==> src/rtl/microc_pkg.sv <==
// ============================================================================
// Module      : microc_pkg
// Description : Shared opcodes, ALU codes, control word and FSM state encoding
//               for the microc control unit.
// Revision    : 1.0 - initial release
// ============================================================================
`default_nettype none

package microc_pkg;

   localparam logic [5:0] OPC_J    = 6'b10_0000;
   localparam logic [5:0] OPC_JZ   = 6'b10_0001;
   localparam logic [5:0] OPC_JNZ  = 6'b10_0010;
   localparam logic [5:0] OPC_LI   = 6'b01_0000;
   localparam logic [5:0] OPC_NOP  = 6'b11_1111;
   localparam logic [5:0] OPC_HALT = 6'b11_1110;

   // Opcode[5:3] class prefixes; Opcode[2:0] carries the ALU operation
   localparam logic [2:0] OPC_CLASS_ALUR = 3'b000;
   localparam logic [2:0] OPC_CLASS_ALUI = 3'b001;

   localparam logic [2:0] ALU_PASS = 3'b000;
   localparam logic [2:0] ALU_ADD  = 3'b010;
   localparam logic [2:0] ALU_SUB  = 3'b011;
   localparam logic [2:0] ALU_AND  = 3'b100;

   typedef enum logic [3:0] {
      ST_BOOT = 4'b0001,
      ST_RUN  = 4'b0010,
      ST_HALT = 4'b0100,
      ST_TRAP = 4'b1000
   } uc_state_t;

   typedef struct packed {
      logic       s_inc;
      logic       s_inm;
      logic       we;
      logic       wez;
      logic [2:0] op;
   } ctrl_t;

endpackage

`default_nettype wire

==> src/rtl/microc_uc_decode.sv <==
// ============================================================================
// Module      : microc_uc_decode
// Description : Combinational opcode/z to control-word decoder with illegal
//               and halt flags.
// Revision    : 1.0 - initial release
// ============================================================================
`default_nettype none

module microc_uc_decode
   import microc_pkg::*;
(
   input  logic [5:0] Opcode,
   input  logic       z,
   output ctrl_t      ctrl,
   output logic       illegal,
   output logic       is_halt
);

   always_comb begin
      ctrl    = '0;
      illegal = 1'b0;
      is_halt = 1'b0;
      if (Opcode[5:3] == OPC_CLASS_ALUR) begin
         ctrl.we    = 1'b1;
         ctrl.wez   = 1'b1;
         ctrl.s_inc = 1'b1;
         ctrl.op    = Opcode[2:0];
      end else if (Opcode[5:3] == OPC_CLASS_ALUI) begin
         ctrl.we    = 1'b1;
         ctrl.wez   = 1'b1;
         ctrl.s_inm = 1'b1;
         ctrl.s_inc = 1'b1;
         ctrl.op    = Opcode[2:0];
      end else begin
         case (Opcode)
            OPC_LI: begin
               ctrl.we    = 1'b1;
               ctrl.s_inm = 1'b1;
               ctrl.s_inc = 1'b1;
               ctrl.op    = ALU_PASS;
            end
            OPC_J:    ctrl.s_inc = 1'b0;
            OPC_JZ:   ctrl.s_inc = ~z;
            OPC_JNZ:  ctrl.s_inc = z;
            OPC_NOP:  ctrl.s_inc = 1'b1;
            OPC_HALT: is_halt    = 1'b1;
            default:  illegal    = 1'b1;
         endcase
      end
   end

endmodule

`default_nettype wire

==> src/rtl/microc_uc.sv <==
// ============================================================================
// Module      : microc_uc
// Description : microc control unit: decoder plus BOOT/RUN/HALT/TRAP FSM.
//               Define MICROC_PERF_COUNTERS_EN to build the perf counters.
// Revision    : 1.0 - initial release
// ============================================================================
`default_nettype none

module microc_uc
   import microc_pkg::*;
#(
   parameter int CNT_W = 16
) (
   input  logic             clk,
   input  logic             reset,
   input  logic [5:0]       Opcode,
   input  logic             z,
   output logic             s_inc,
   output logic             s_inm,
   output logic             we,
   output logic             wez,
   output logic [2:0]       Op,
   output logic             pc_en,
   output logic             halted,
   output logic             trap,
   output logic [CNT_W-1:0] instr_count,
   output logic [CNT_W-1:0] taken_count
);

   uc_state_t state;
   ctrl_t     dec_ctrl;
   logic      dec_illegal;
   logic      dec_halt;

   microc_uc_decode u_decode (
      .Opcode  (Opcode),
      .z       (z),
      .ctrl    (dec_ctrl),
      .illegal (dec_illegal),
      .is_halt (dec_halt)
   );

   // Only RUN lets the decoded word through; HALT/illegal decode to all-zero
   always_comb begin
      s_inc = 1'b0;
      s_inm = 1'b0;
      we    = 1'b0;
      wez   = 1'b0;
      Op    = ALU_PASS;
      pc_en = 1'b0;
      if (state == ST_RUN) begin
         s_inc = dec_ctrl.s_inc;
         s_inm = dec_ctrl.s_inm;
         we    = dec_ctrl.we;
         wez   = dec_ctrl.wez;
         Op    = dec_ctrl.op;
         pc_en = ~(dec_illegal | dec_halt);
      end
   end

   always_ff @(posedge clk) begin
      if (reset) begin
         state  <= ST_BOOT;
         halted <= 1'b0;
         trap   <= 1'b0;
      end else begin
         case (state)
            ST_BOOT: state <= ST_RUN;
            ST_RUN: begin
               if (dec_illegal) begin
                  state <= ST_TRAP;
                  trap  <= 1'b1;
               end else if (dec_halt) begin
                  state  <= ST_HALT;
                  halted <= 1'b1;
               end
            end
            ST_HALT: state <= ST_HALT;
            ST_TRAP: state <= ST_TRAP;
            default: begin
               state  <= ST_BOOT;
               halted <= 1'b0;
               trap   <= 1'b0;
            end
         endcase
      end
   end

`ifdef MICROC_PERF_COUNTERS_EN
   logic exec;
   logic taken;

   // A legal jump is the only executing instruction that clears s_inc
   assign exec  = (state == ST_RUN) & ~(dec_illegal | dec_halt);
   assign taken = exec & ~dec_ctrl.s_inc;

   always_ff @(posedge clk) begin
      if (reset) begin
         instr_count <= '0;
         taken_count <= '0;
      end else begin
         if (exec && (instr_count != {CNT_W{1'b1}}))
            instr_count <= instr_count + 1'b1;
         if (taken && (taken_count != {CNT_W{1'b1}}))
            taken_count <= taken_count + 1'b1;
      end
   end
`else
   assign instr_count = '0;
   assign taken_count = '0;
`endif

endmodule

`default_nettype wire

==> config.mk <==
export PLATFORM = sky130hd
export DESIGN_NAME = microc_uc
export DESIGN_NICKNAME = d
export VERILOG_FILES = /design/src/rtl/microc_pkg.sv /design/src/rtl/microc_uc_decode.sv /design/src/rtl/microc_uc.sv
export SDC_FILE = /design/constraint.sdc
export NUM_CORES = 1
export LEC_CHECK = 0
export BUFFER_PORTS_ARGS = -buffer_cell sky130_fd_sc_hd__buf_2
export CORE_MARGIN = 2
export CORE_UTILIZATION = 30
export CTS_CLUSTER_SIZE = 24
export DETAILED_ROUTE_END_ITERATION = 7
export SLEW_MARGIN = 10
export SYNTH_ARGS = -nofsm -noshare
export SYNTH_HDL_FRONTEND = slang
export SYNTH_HIERARCHICAL = 1
export SYNTH_SLANG_ARGS = --single-unit
==> constraint.sdc <==
create_clock -name clk -period 2.9 [get_ports clk]
set_input_delay 0.29 -clock clk [delete_from_list [all_inputs] [get_ports clk]]
set_output_delay 0.29 -clock clk [all_outputs]
set_load 0.02 [all_outputs]
==> results.md, run 1 <==
* Status: finished, final reports clean
* CP dominant cell by count: buf_2
* Clock buffer depth at 2
* H-tree depth at 1
* Number of library cell types mapped by synthesis at 32
* PnR worst setup slack at approximately 840 ps
* Total wire length at roughly 1.4 mm
* Die span in x at 54.32 µm
* Hold_sp: reset
* Routed WL per cell at 9.681 µm
* Fin nets at between 100 and 150
* Crit Path Max Fanout at 6
* CTS tree: yes
* Clock tree root driver cell: clkbuf_4
* Leak pwr at 0.3714 nW
* GPL Wtd Cong at roughly 0.82
* Final setup fails at 0
* Initial core utilization at 31.22%
* Critical path class: in -> out
* Slowest-stage cell, CP: or4_1
* Crit path required time at around 2600 ps
* Vias in the first global route at approximately 480
* #FFs+latches synth at 6
* Final Max Tran Viols at 0
* Number of setup buffers added after CTS at 0
* Post-route clock skew at 0.3323 ps
* Total Neg Setup Slack at 0 ps
* Main synth FF type: dfxtp_1
* Max Cap Viol at 0
* Vias/cell at between 4 and 5
* Switch Pwr at 0.1161 mW
* Reg clk slew, reported paths at roughly 40 ps
* Core Area at 2432 µm²
* Clock network fraction of total power at a little over a quarter
* CTS Hold Buffers Added at 0
* Comb power frac at 37.0%
* Critical path cell sequence: buf_2, or4_1, a21oi_2, nor3_1, nor3b_1, buf_2
* Routed Antenna Nets at 0
* Synth-to-Final Area Change at -0.4942%
* CP Launch Type: input port
* Post-CTS resize count at 0
* EDFF count, synth at 0
* Pre-antenna DRT Iters at 4
* Finished Layout Cells at around 140
* Placed Cells at roughly 140
* Mapped Area at 759.5 µm²
* Total power density per cell area at between 300 and 400 nW/µm²
* Switching Share at between 40% and 50%
* Commonest non-fill, non-tap cells in the layout: conb_1 (32), buf_2 (18), and2_1 (8)
* Crit path capture type: output pin
* Die Area at 2950 µm²
* Max VDD drop at 216.0 µV
* Worst Path Arrival at 1770 ps
* Least-Margin Pin Slew at 542.5 ps
* Share of layout cells above drive strength 1 at 25.23%
* Critical Path Source: Opcode[3]
* Min cycle time layout at 2058 ps
* Place WS at 858.4 ps
* R2R setup slack at around 1500 ps
* Slew Limit Headroom at 63.55%
* Core Rows at 18
* # fillers at about 270
* Fin crit share at a little under three quarters
* First-pass GRT wire length at 1.938 mm
* Die Y-Extent at 54.32 µm
* # IOs at a little over 50
* RSZ-0062 raised after global routing: no
* Total track usage at 8.730%
* Antenna cells at 0
* Largest net degree at the start of global routing at 10
* Hold Crit Class: in -> reg
* Synth warnings at 6
* Crit-path max cell delay at 550 ps
* Post-synth ARST share at 0%
* P_int at 0.1684 mW
* Initial antenna violation count at 0
* Via count at 615
* Critical R2R Launch: state[0]$_SDFFE_PP1N_
* Gr ovfl total at 0
* Final Hold Fails at 0
* DRC Markers at 0
* Syn Inst Count at 94
* Cts bufs inserted at 3
* Commonest non-fill, non-tap cell in the layout: conb_1
* Detailed placement HPWL at 1.100 mm
* Post-synthesis sequential area ratio at 15.82%
* Fin util at 31.07%
* Syn_area_per_cell at slightly above 8 µm²
* Flop pwr share at 36.6%
* Port bufs at 18
* Fmax at 485.8 MHz
* Total power at between 0.2 and 0.3 mW
* Clk_lat worst skew at 240 ps
* DRT iter0 DRCs at 6
* CTS sink cnt at 6
==> power groups by stage <==
| stage | combinational, mW | sequential, mW | clock [mW] |
|---|---|---|---|
| floorplan | 0.123 | 0.0992 | 0 |
| global placement | 0.103 | 0.105 | 0 |
| detailed placement | 0.104 | 0.105 | 0 |
| CTS | 0.104 | 0.104 | 0.0785 |
| global route | 0.116 | 0.106 | 0.0834 |
| finish | 0.105 | 0.104 | 0.0751 |
==> cell families (layout without fill, tap and decap cells) <==
family | Yosys count | after routing | share of synthesized area [%]
AOI/OAI and AO/OA | 14 | 14 | 14.01
xor gates and xnor gates | 1 | 1 | 1.153
buffers and inverters | 41 | 27 | 38.55
DFF | 6 | 6 | 15.82
muxes | 1 | 1 | 1.483
other | 1 | 32 | 0.4938
and+or+nand+nor | 30 | 30 | 28.50
==> synth_stat cells (2+ instances only) <==
master    count  area share, %
dfxtp_1       6             16
a21oi_1       3            2.0
a211o_1       2            2.3
and2_1        8            6.6
inv_1         5            2.5
nor4_1        3            2.5
a221oi_1      2            2.3
nor3_1        4            2.6
o311ai_0      2            2.3
buf_4        33             33
buf_6         2            3.0
nor2_1        3            1.5
or4b_4        2            3.6
==> cell type report <==
cell class	count	area, µm²	share of cell area, %
sequential	6	120.1	15.89
multi-input combinational	78	462.9	61.26
tap	30	37.54	4.967
clock buffer	3	22.52	2.980
inverter	6	22.52	2.980
timing repair buffer	18	90.09	11.92
==> per-stage QoR <==
| step | cell area (µm²) | hold WS (ps) |
|---|---|---|
| after floorplan | 875.8 | 367.1 |
| after global placement | 733.2 | 462.8 |
| after detailed placement | 733.2 | 465.6 |
| after CTS | 755.7 | 286.6 |
| after global routing | 755.7 | 305.1 |
| final | 755.7 | 294.1 |
==> routing by layer <==
metal,global-route usage (%),vias up,routed length (µm)
met4,0.8333,0,0
met5,0,-,0
met3,2.732,0,103
met1,9.477,287,535
met2,16.87,28,726
li1,-,300,-
==> registers in the layout, summed over array words and instances (netlist names) <==
register	flops
trap	1
halted	1
state	4
==> worst max-delay path, delay by kind of cell <==
kind,cells,cell delay (ps)
AO/OA/AOI/OAI,1,200
buffers and inverters,2,330
AND/OR/NAND/NOR,3,940
==> final timing paths <==
kind,endpoint,cells after the start
max,pc_en,6
min,state[1]$_SDFFE_PP0N_,2
max reg2reg,trap$_SDFFE_PP0P_,3
min reg2reg,halted$_SDFFE_PP0P_,2
No activity file was read; power rests on OpenSTA's default activity.
==> run 2, diff against run 1 <==
clock period = 1.8 ns   (was 2.9 ns; I/O delays follow)
==> results.md, run 2 (synthesis gave the netlist of run 1 again) <==
* Final Cell Area at 812.0 µm²
* Total track usage at 8.173%
* Vias in the first global route at 495
* Fmax at 563.4 MHz
* Pre-antenna DRT Iters at 4
* Commonest non-fill, non-tap cells in the layout: conb_1 (32), buf_2 (18), and2_1 (8)
* Critical path class: in -> out
* Die span in x at 54.32 µm
* Critical path cell sequence: buf_2, or4_1, a21oi_2, nor3_2, nor3b_2, buf_2
* Reg clk slew, reported paths at 40 ps
* Max VDD drop at around 530 µV
* Register bank with the most flops: state
* Worst path bufs/invs at 2
* Placed Cells at 143
* Largest delay share family, worst path: simple AND/OR/NAND/NOR gates
* Share of layout cells above drive strength 1 at 31.62%
* Via count at 612
* Min cycle time layout at 1775 ps
* Clock tree root driver cell: clkbuf_4
* DP Area at 770.7 µm²
* Worst Path Arrival at 1590 ps
* Port bufs at 18
* Largest registers: state: 4 flops, halted: 1 flops, trap: 1 flops
* Vias/cell at 4.163
* Commonest non-fill, non-tap cell in the layout: conb_1
* Crit-path max cell delay at roughly 560 ps
* Final Hold Fails at 0
* Synth-to-Final Area Change at 6.919%
* Hold Crit Class: in -> reg
* CTS tree: yes
* Antenna cells at 0
* Largest net degree at the start of global routing at 10
* Post-route clock skew at 3.933 ps
* Crit path capture type: output pin
* Die Area at 2950 µm²
* Core Area at 2432 µm²
* Fin crit share at 98.60%
* Fin nets at 128
* Initial core utilization at 31.22%
* Total power density per cell area at 577.3 nW/µm²
* Register area at between 100 and 150 µm²
* Final setup fails at 0
* Detailed placement HPWL at 1.069 mm
* Clk_lat worst skew at about 240 ps
* DRT iter0 DRCs at 10
* Cts bufs inserted at 3
* Die Y-Extent at about 54 µm
* Max Cap Viol at 0
* Total wire length at 1.280 mm
* Hold Slack at 175.0 ps
* Crit path required time at 1620 ps
* Core Rows at 18
* # fillers at about 270
* DRC Markers at 0
* GPL Wtd Cong at 0.8187
* Clock buffer depth at 2
* Crit Path Max Fanout at 6
* Gr ovfl total at 0
* Fin util at 33.38%
* First-pass GRT wire length at 1.842 mm
* Initial antenna violation count at 0
* CTS sink cnt at 6
* Final Max Tran Viols at 0
* CP dominant cell by count: buf_2
* Max reg flops at 4
* PnR worst setup slack at 25.14 ps
* CP Launch Type: input port
* Multi-input logic area at 473.0 µm²
* # IOs at 51
* Finished Layout Cells at between 100 and 150
* Status: finished, final reports clean
* Leak pwr at 0.4039 nW
* Routed Antenna Nets at 0
* H-tree depth at 1
* Routed WL per cell at 8.707 µm
* Place WS at -59.07 ps
* Slowest-stage cell, CP: or4_1
* RSZ-0062 raised after global routing: no
## run 2: cell count changes in the layout (fill, tap and decap cells not counted), sizes merged
cell / previous run / this run
buf: 18 / 24
## run 2: per-layer routing
metal,share of wire [%],vias up,global-route usage (%)
met5,0,-,0
li1,-,308,-
met2,50,30,14.26
met3,8.4,2,2.732
met1,40,272,9.508
met4,1.6,0,2.083
## run 2: worst paths after layout
kind                    startpoint  cells past startpoint                     to  slack, ps
min reg2reg      trap$_SDFFE_PP0P_                      2      trap$_SDFFE_PP0P_        460
max                      Opcode[3]                      6                  pc_en         30
max reg2reg  state[0]$_SDFFE_PP1N_                      3      trap$_SDFFE_PP0P_        330
min                          reset                      2  state[1]$_SDFFE_PP0N_        180
## run 2: timing repair
item | 4_1_cts | 5_1_grt
setup endpoints to repair | 1 | 8
hold buffers | 0 | 0
pin swaps | 2 | 2
resized for setup | 0 | 3
setup buffers | 1 | 0
## run 2: per-stage QoR
step / TNS (ps) / power (mW)
floorplan: 0 / 0.3581
global placement: -19.65 / 0.3444
detailed placement: -176.4 / 0.3465
CTS: 0 / 0.4701
global route: 0 / 0.5068
finish: 0 / 0.4688
## run 2: area by class of cell
cell class                      instances  share of cell area, %
Multi-Input combinational cell         78                  58.24
Clock buffer                            3                  2.773
Tap cell                               30                  4.622
Timing Repair Buffer                   24                  16.64
Inverter                                6                  2.773
Sequential cell                         6                  14.95
## run 2: power by group
part	switching, mW	internal [mW]
registers	0.0215	0.146
clock network	0.0435	0.0751
logic	0.121	0.0610
==> run 3, diff against run 2 <==
RECOVER_POWER = 100   (was not set)
==> results.md, run 3 (synthesis gave the netlist of run 1 again) <==
* Critical path class: in -> out
* Status: finished, final reports clean
* Crit Path Max Fanout at 6
* Largest net degree at the start of global routing at 10
* Total wire length at 1.268 mm
* Clock tree root driver cell: clkbuf_4
* Fin crit share at 98.63%
* Fmax at 563.3 MHz
* Vias in the first global route at 495
* Clock buffer depth at 2
* Worst Path Arrival at between 1500 and 2000 ps
* # IOs at 51
* Final Hold Fails at 0
* # fillers at approximately 280
* DRT iter0 DRCs at 11
* WL met3 at 106 µm
* Core Rows at 18
* Die span in x at 54.32 µm
* Routed Antenna Nets at 0
* Crit path capture type: output pin
* CP dominant cell by count: buf_2
* Vias/cell at 4.163
* Top layer used by detailed routing: met4
* Die Area at 2950 µm²
* Via count at 612
* CP Launch Type: input port
* Post-route clock skew at 4.004 ps
* Max Cap Viol at 0
* Final Max Tran Viols at 0
* First-pass GRT wire length at 1.842 mm
* Max VDD drop at 512.8 µV
* Total Neg Setup Slack at 0 ps
* Gr ovfl total at 0
* Synth-to-Final Area Change at 4.942%
* Final setup fails at 0
* Pre-antenna DRT Iters at 4
* Antenna cells at 0
* Port bufs at 18
* Max reg flops at 4
* Leak pwr at 0.3907 nW
* Clk_lat worst skew at 240 ps
* Initial core utilization at 31.22%
* Core Area at 2432 µm²
* CTS Hold Buffers Added at 0
* Total track usage at 8.173%
* Slowest-stage cell, CP: or4_1
* Cts bufs inserted at 3
* Total power density per cell area at 574.7 nW/µm²
* Metal1 wirelength at 509 µm
* Critical path cell sequence: buf_2, or4_1, a21oi_2, nor3_2, nor3b_2, buf_2
* Die Y-Extent at 54.32 µm
* Fin nets at 128
* Hold Crit Class: in -> reg
* Commonest non-fill, non-tap cell in the layout: conb_1
* Routed WL per cell at between 8 and 9 µm
* Share of layout cells above drive strength 1 at 29.06%
* CTS sink cnt at 6
* CTS tree: yes
* Detailed placement HPWL at approximately 1.1 mm
* H-tree depth at 1
* Reg clk slew, reported paths at approximately 40 ps
* Met2 WL at between 600 and 700 µm
* Commonest non-fill, non-tap cells in the layout: conb_1 (32), buf_2 (12), and2_1 (8)
* Min cycle time layout at 1775 ps
* GPL Wtd Cong at about 0.8
* DRC Markers at 0
* Hold path depth at 2
* Worst reg-to-reg path cell count at 3
* Crit path required time at 1620 ps
* Largest registers: state: 4 flops, halted: 1 flops, trap: 1 flops
* Register bank with the most flops: state
* Crit-path max cell delay at 560 ps
* Initial antenna violation count at 0
* Hold Slack at approximately 180 ps
* RSZ-0062 raised after global routing: no
[run 3: cell types whose count changed in the layout (fill, tap and decap cells not counted)]
cell | previous run | this run
buf_2 | 18 | 12
clkbuf_2 | 0 | 4
clkbuf_1 | 0 | 2
nor4_2 | 0 | 1
nor4_4 | 1 | 0
or4b_1 | 0 | 1
or4b_4 | 2 | 1
[run 3: cell type report]
class	instances	area, µm²	share of cell area, %
clock buffers	3	22.52	2.826
inverters	6	22.52	2.826
multi-input cells	78	460.4	57.77
flip-flops and latches	6	121.4	15.23
well taps	30	37.54	4.710
repair buffers	24	132.6	16.64
[run 3: layer usage]
layer | up-vias | global-route usage [%]
met2 | 30 | 14.26
met1 | 271 | 9.508
met4 | 0 | 2.083
met3 | 2 | 2.732
met5 | - | 0
li1 | 309 | -
[run 3: path summary, 6_finish.rpt]
path / start / end / slack (ps)
setup reg to reg: state[0]$_SDFFE_PP1N_ / trap$_SDFFE_PP0P_ / 320
hold reg to reg: trap$_SDFFE_PP0P_ / trap$_SDFFE_PP0P_ / 460
setup / recovery: Opcode[3] / pc_en / 20
hold / removal: reset / state[1]$_SDFFE_PP0N_ / 180
[run 3: worst max-delay path, delay by kind of cell]
family / cells / cell delay (ps)
AND/OR/NAND/NOR: 3 / 890
AO/OA/AOI/OAI: 1 / 200
buffers and inverters: 2 / 320
[run 3: per-stage QoR]
stage | utilization [%] | total power, mW | std cells | instance area [µm²] | setup WS, ps
floorplan | - | 0.3581 | 125 | 875.8 | 57.19
global placement | 31.69 | 0.3444 | 143 | 770.7 | -19.65
detailed placement | 31.69 | 0.3465 | 143 | 770.7 | -59.07
CTS | 32.92 | 0.4701 | 147 | 800.8 | 22.79
global route | 32.77 | 0.4957 | 147 | 797.0 | 2.654
finish | 32.77 | 0.4581 | 147 | 797.0 | 24.68
[run 3: what timing repair did]
action	CTS	global route
gates resized for setup	0	3
setup endpoints to repair	1	8
pin swaps	2	2
setup buffers	1	0
[run 3: report_power, final]
part           switching, mW  total, mW  leakage [nW]  internal, mW
Clock                 0.0435      0.119        0.0138        0.0751
Combinational          0.120      0.173         0.328        0.0533
Sequential            0.0197      0.166        0.0494         0.146
Total                  0.183      0.458         0.391         0.275
